File: config.mk
export PLATFORM = sky130hd
export DESIGN_NAME = pipe_hazard_ctrl
export DESIGN_NICKNAME = d
export VERILOG_FILES = /design/src/rtl/pipe_hazard_ctrl.sv
export SDC_FILE = /design/constraint.sdc
export NUM_CORES = 1
export LEC_CHECK = 0
export BUFFER_PORTS_ARGS = -buffer_cell sky130_fd_sc_hd__buf_2
export CAP_MARGIN = 40
export CORE_MARGIN = 5
export CORE_UTILIZATION = 39
export CTS_BUF_LIST = sky130_fd_sc_hd__clkbuf_8
export CTS_CLUSTER_DIAMETER = 100
export DETAILED_ROUTE_END_ITERATION = 6
export PLACE_DENSITY = 0.79
export RECOVER_POWER = 25
export REMOVE_ABC_BUFFERS = 1
export SYNTH_ARGS = -nofsm -noshare
export SYNTH_HDL_FRONTEND = slang
export SYNTH_SLANG_ARGS = --single-unit
File: constraint.sdc
create_clock -name clk -period 1.9 [get_ports clk]
set_input_delay 0.095 -clock clk [delete_from_list [all_inputs] [get_ports clk]]
set_output_delay 0.095 -clock clk [all_outputs]
set_load 0.03 [all_outputs]
File: src/rtl/pipe_hazard_ctrl.sv
// Stall/flush controller for the 5-stage in-order pipeline: load-use stalls, wrong-path flushes,
// memory-wait freezes and halt drain. Define PIPE_HAZARD_PERF_EN to add the stall_cnt perf counter.
module pipe_hazard_ctrl #(
    parameter int          FLUSH_CYC = 3,
    parameter int          LOAD_LAT  = 1,
    parameter int          DRAIN_CYC = 4,
    parameter logic [5:0]  HALT_OP   = 6'h3F
) (
    input  logic        clk,
    input  logic        rstd,
    input  logic [5:0]  op_d,
    input  logic [1:0]  jon_d,
    input  logic [4:0]  rs_d,
    input  logic [4:0]  rt_d,
    input  logic        ld_e,
    input  logic [4:0]  rd_e,
    input  logic        mem_wait,
    output logic        stall_f,
    output logic        stall_d,
    output logic        bubble_e,
    output logic        flush_fd,
    output logic        halted,
    output logic [2:0]  state
`ifdef PIPE_HAZARD_PERF_EN
   ,output logic [15:0] stall_cnt
`endif
);

    typedef enum logic [2:0] {
        RUN     = 3'd0,
        LDSTALL = 3'd1,
        FLUSH   = 3'd2,
        DRAIN   = 3'd3,
        HALT    = 3'd4
    } state_t;

    localparam logic [2:0] FLUSH_INIT = 3'(FLUSH_CYC - 1);
    localparam logic [2:0] LOAD_INIT  = 3'(LOAD_LAT - 1);
    localparam logic [2:0] DRAIN_INIT = 3'(DRAIN_CYC - 1);

    state_t     state_q, state_d;
    logic [2:0] cnt_q, cnt_d;
    logic       hazard;
    logic       stall_f_c, stall_d_c, bubble_e_c, flush_fd_c, halted_c;

    assign hazard = ld_e && (rd_e != 5'd0) && ((rd_e == rs_d) || (rd_e == rt_d));

    always_comb begin
        state_d    = state_q;
        cnt_d      = cnt_q;
        stall_f_c  = 1'b0;
        stall_d_c  = 1'b0;
        bubble_e_c = 1'b0;
        flush_fd_c = 1'b0;
        halted_c   = 1'b0;

        if (state_q == HALT) begin
            halted_c   = 1'b1;
            stall_f_c  = 1'b1;
            stall_d_c  = 1'b1;
            bubble_e_c = 1'b1;
        end else if (mem_wait) begin
            // Freeze: hold everything, evaluate nothing new.
            stall_f_c = 1'b1;
            stall_d_c = 1'b1;
        end else begin
            unique case (state_q)
                RUN: begin
                    if (op_d == HALT_OP) begin
                        stall_f_c  = 1'b1;
                        stall_d_c  = 1'b1;
                        bubble_e_c = 1'b1;
                        if (DRAIN_CYC == 1) begin
                            state_d = HALT;
                        end else begin
                            state_d = DRAIN;
                            cnt_d   = DRAIN_INIT;
                        end
                    end else if (hazard) begin
                        // A jump waiting on the loaded register is re-seen once the stall ends.
                        stall_f_c  = 1'b1;
                        stall_d_c  = 1'b1;
                        bubble_e_c = 1'b1;
                        if (LOAD_LAT > 1) begin
                            state_d = LDSTALL;
                            cnt_d   = LOAD_INIT;
                        end
                    end else if (jon_d != 2'b00) begin
                        flush_fd_c = 1'b1;
                        if (FLUSH_CYC > 1) begin
                            state_d = FLUSH;
                            cnt_d   = FLUSH_INIT;
                        end
                    end
                end
                LDSTALL: begin
                    stall_f_c  = 1'b1;
                    stall_d_c  = 1'b1;
                    bubble_e_c = 1'b1;
                    cnt_d      = cnt_q - 3'd1;
                    if (cnt_q == 3'd1) state_d = RUN;
                end
                FLUSH: begin
                    flush_fd_c = 1'b1;
                    cnt_d      = cnt_q - 3'd1;
                    if (cnt_q == 3'd1) state_d = RUN;
                end
                DRAIN: begin
                    stall_f_c  = 1'b1;
                    stall_d_c  = 1'b1;
                    bubble_e_c = 1'b1;
                    cnt_d      = cnt_q - 3'd1;
                    if (cnt_q == 3'd1) state_d = HALT;
                end
                default: begin
                    state_d = RUN;
                    cnt_d   = 3'd0;
                end
            endcase
        end
    end

    always_ff @(posedge clk or negedge rstd) begin
        if (!rstd) begin
            state_q <= RUN;
            cnt_q   <= 3'd0;
        end else begin
            state_q <= state_d;
            cnt_q   <= cnt_d;
        end
    end

    // Reset must silence the controls even though they are combinational from live inputs.
    assign stall_f  = rstd & stall_f_c;
    assign stall_d  = rstd & stall_d_c;
    assign bubble_e = rstd & bubble_e_c;
    assign flush_fd = rstd & flush_fd_c;
    assign halted   = rstd & halted_c;
    assign state    = state_q;

`ifdef PIPE_HAZARD_PERF_EN
    logic [15:0] stall_cnt_q, stall_cnt_d;

    always_comb begin
        stall_cnt_d = stall_cnt_q;
        if (stall_f && (state_q != HALT) && (stall_cnt_q != 16'hFFFF))
            stall_cnt_d = stall_cnt_q + 16'd1;
    end

    always_ff @(posedge clk or negedge rstd) begin
        if (!rstd) stall_cnt_q <= 16'd0;
        else       stall_cnt_q <= stall_cnt_d;
    end

    assign stall_cnt = stall_cnt_q;
`endif

endmodule

==> results.py <==
metrics = {
    "routing": {
        "vias": 731,
        "drc": 0,
        "dr.pass1.iters": 4,
        "drtAntennaViolNets": 0,
        "vias_per_cell": 5.538,
        "drt_iter0_drc": 20,
        "routed_wl_um": 1715,
        "wire_per_inst_um": 12.99,
    },
    "timing": {
        "layout_setup_ws_ns": 0.1632,
        "slew_viol_final": 0,
        "fin_tns_setup_ns": 0,
        "hold_viol_final": 0,
        "rsz0062_at_grt": "no",
        "relSlewSlack": 0.6864,
        "fmax_mhz": 575.8,
        "worst_pin_slew_ns": 0.4668,
        "setup_viol": 0,
        "fin_skew_ns": 0.002675,
        "fin_crit_sh": 0.9141,
        "period_minus_slack_ns": 1.737,
    },
    "yosys": {
        "netlist_area_um2": 626.9,
        "ys_ff_latch": 6,
        "synthCells": 79,
        "synth.distinct_cells": 33,
        "ys_seq_area_frac": 0.2395,
        "syn_avg_cell_area_um2": 7.935,
        "ys_warn_count": 0,
    },
    "clock_network": {
        "cts_made_buffers": 3,
        "postCtsSetupBuffers": 0,
        "cts_buffer_depth": 2,
        "path_clk_slew_ns": 0.04,
        "cts_tree": "built",
        "h-tree-depth": 1,
        "ctsResizeCount": 0,
        "cts-root-buf": "clkbuf_8",
        "cts_sinks": 6,
        "cts_hold_buf": 1,
        "clock_latency_ns": 0.22,
    },
    "worst_setup_path": {
        "crit_slowest_cell": "dfrtp_1",
        "max_stage_delay_ns": 0.46,
        "crit_start": "state[1]",
        "r2r_start": "state[1]",
        "cp.arrival_ns": 1.64,
        "crit_required_ns": 1.80,
        "crit_chain": "nor2_1, and3_1, a31oi_1, o21ai_1, buf_2",
        "reg2reg_slack_ns": 0.28,
        "start_kind": "flip-flop",
        "worst-path-buf-inv": 1,
        "reg2regPathDepth": 5,
        "path_delay_family": "simple AND/OR/NAND/NOR gates",
        "cp_max_fo": 8,
        "worstSetupPathType": "reg2out",
        "timing.rr.end": "cnt_q[1]",
        "endpoint_kind": "output port",
    },
    "global_routing": {
        "grt_max_degree": 13,
        "gr-total-overflow": 0,
        "grt_pass1_wl_um": 3160,
        "antenna_found_initial": 0,
        "grt_pass1_vias": 757,
        "grt_usage": 0.1578,
    },
    "place": {
        "placement.io_buffers": 34,
        "dp_slack_ns": 0.2881,
        "place_area_um2": 817.0,
        "gp_congestion": 0.7377,
        "dp_hpwl_um": 1416,
    },
    "floorplan": {
        "pin_count": 35,
        "core_area_um2": 1524,
        "die_x_um": 50.09,
        "die_height_um": 50.09,
        "start_util": 0.4113,
        "rows": 14,
        "dieArea_um2": 2509,
    },
    "worst_hold_path": {
        "hold-path-endpoint": "state[0]",
        "min_path_type": "in2reg",
        "hp-start": "op_d[5]",
        "hold_depth": 3,
    },
    "layout": {
        "fin_util": 0.5698,
        "final_area_um2": 868.3,
        "antennaDiodeCount": 0,
        "drive_gt1_frac": 0.3707,
        "final_cell_mix": "buf_2 (34), xnor2_1 (10), nand2_1 (6), dfrtp_1 (6)",
        "final_net_count": 147,
        "layout_commonest_cell": "buf_2",
        "syn_to_final_growth_pct": 38.52,
    },
    "power": {
        "finalPower_uw": 838.9,
        "ir_worst_vdd_mv": 0.4745,
        "p_leak_nw": 0.4345,
        "power_density_nw_per_um2": 966.1,
    },
    "outcome": {
        "status": "complete, no violations",
    },
    "flow_run": {
        "max-cap-violations": 0,
    },
}
-- how the worst max path moves through the flow --
| stage | cells after the start | endpoint |
|---|---|---|
| after floorplan | 3 | stall_d |
| after global placement | 7 | flush_fd |
| after detailed placement | 7 | flush_fd |
| after CTS | 5 | bubble_e |
| after global routing | 5 | bubble_e |
| final | 5 | bubble_e |
-- where the power goes --
part	internal, mW	switching, mW	leakage [nW]
combinational	0.182	0.226	0.342
sequential	0.172	0.0626	0.0710
clock	0.137	0.0599	0.0216
-- worst reg2reg max path: cells and delay by family, from the launching register on --
family / cells / cell delay, ns
AO/OA/AOI/OAI: 2 / 0.36
flip-flops: 1 / 0.46
multiplexers: 1 / 0.20
AND/OR/NAND/NOR: 2 / 0.47
-- per-stage QoR --
stage	cells	hold WS, ns
floorplan	76	-0.2006
global placement	128	-0.04028
detailed placement	128	-0.03618
CTS	132	0.2066
global route	132	0.2289
finish	132	0.1975
-- layout make-up --
class | instances | area [µm²]
Clock buffer | 3 | 41.29
Fill cell | 150 | 655.6
Inverter | 4 | 15.01
Multi-Input combinational cell | 66 | 446.7
Sequential cell | 6 | 150.1
Tap cell | 16 | 20.02
Timing Repair Buffer | 37 | 195.2
-- routing by layer --
metal  GRT usage  up-vias  share of wire
met5           0        -              0
met3     0.02711        2          0.072
met2      0.2699       35           0.51
met1      0.1895      328           0.41
li1            -      366              -
met4     0.06550        0          0.013
-- synth_stat cells --
cell,n,area (µm²)
ha_1,2,25.02
o21ai_0,4,20.02
inv_1,3,11.26
nand2_1,6,22.52
inv_2,1,3.750
nor2b_1,2,12.51
a32o_1,1,10.01
buf_4,1,7.510
a31o_1,1,8.760
and3_1,1,6.260
nand2b_1,1,6.260
and4_1,1,8.760
a21o_1,2,15.01
nand2b_2,1,8.760
nor3_1,3,15.01
a21boi_2,1,11.26
a21oi_1,3,15.01
o21ai_1,2,10.01
nand3_1,5,25.02
o41a_1,1,11.26
or4_1,1,7.510
a31oi_1,2,12.51
o31ai_1,1,7.510
nand4_1,3,18.77
a211o_1,1,8.760
dfrtp_1,6,150.1
o21ai_2,1,8.760
a311oi_1,1,8.760
nor2_1,5,18.77
xnor2_1,10,87.58
mux2i_1,3,30.03
o22ai_1,1,6.260
clkbuf_1,2,7.510
-- kinds of logic (layout without fill, tap and decap cells) --
group           count (synthesis)  count (layout)  share of synthesized area
compound gates                 22              22                     0.2455
xor+xnor                       10              10                     0.1397
fa+ha+maj                       2               2                    0.03991
buf+inv                         7              44                    0.04791
flops                           6               6                     0.2395
mux                             3               3                    0.04791
simple gates                   29              29                     0.2395
-- registers in the layout, indices dropped and copies added, names as in the netlist --
signal  flops
cnt_q       3
state       3
(Power assumes the default switching activity.)
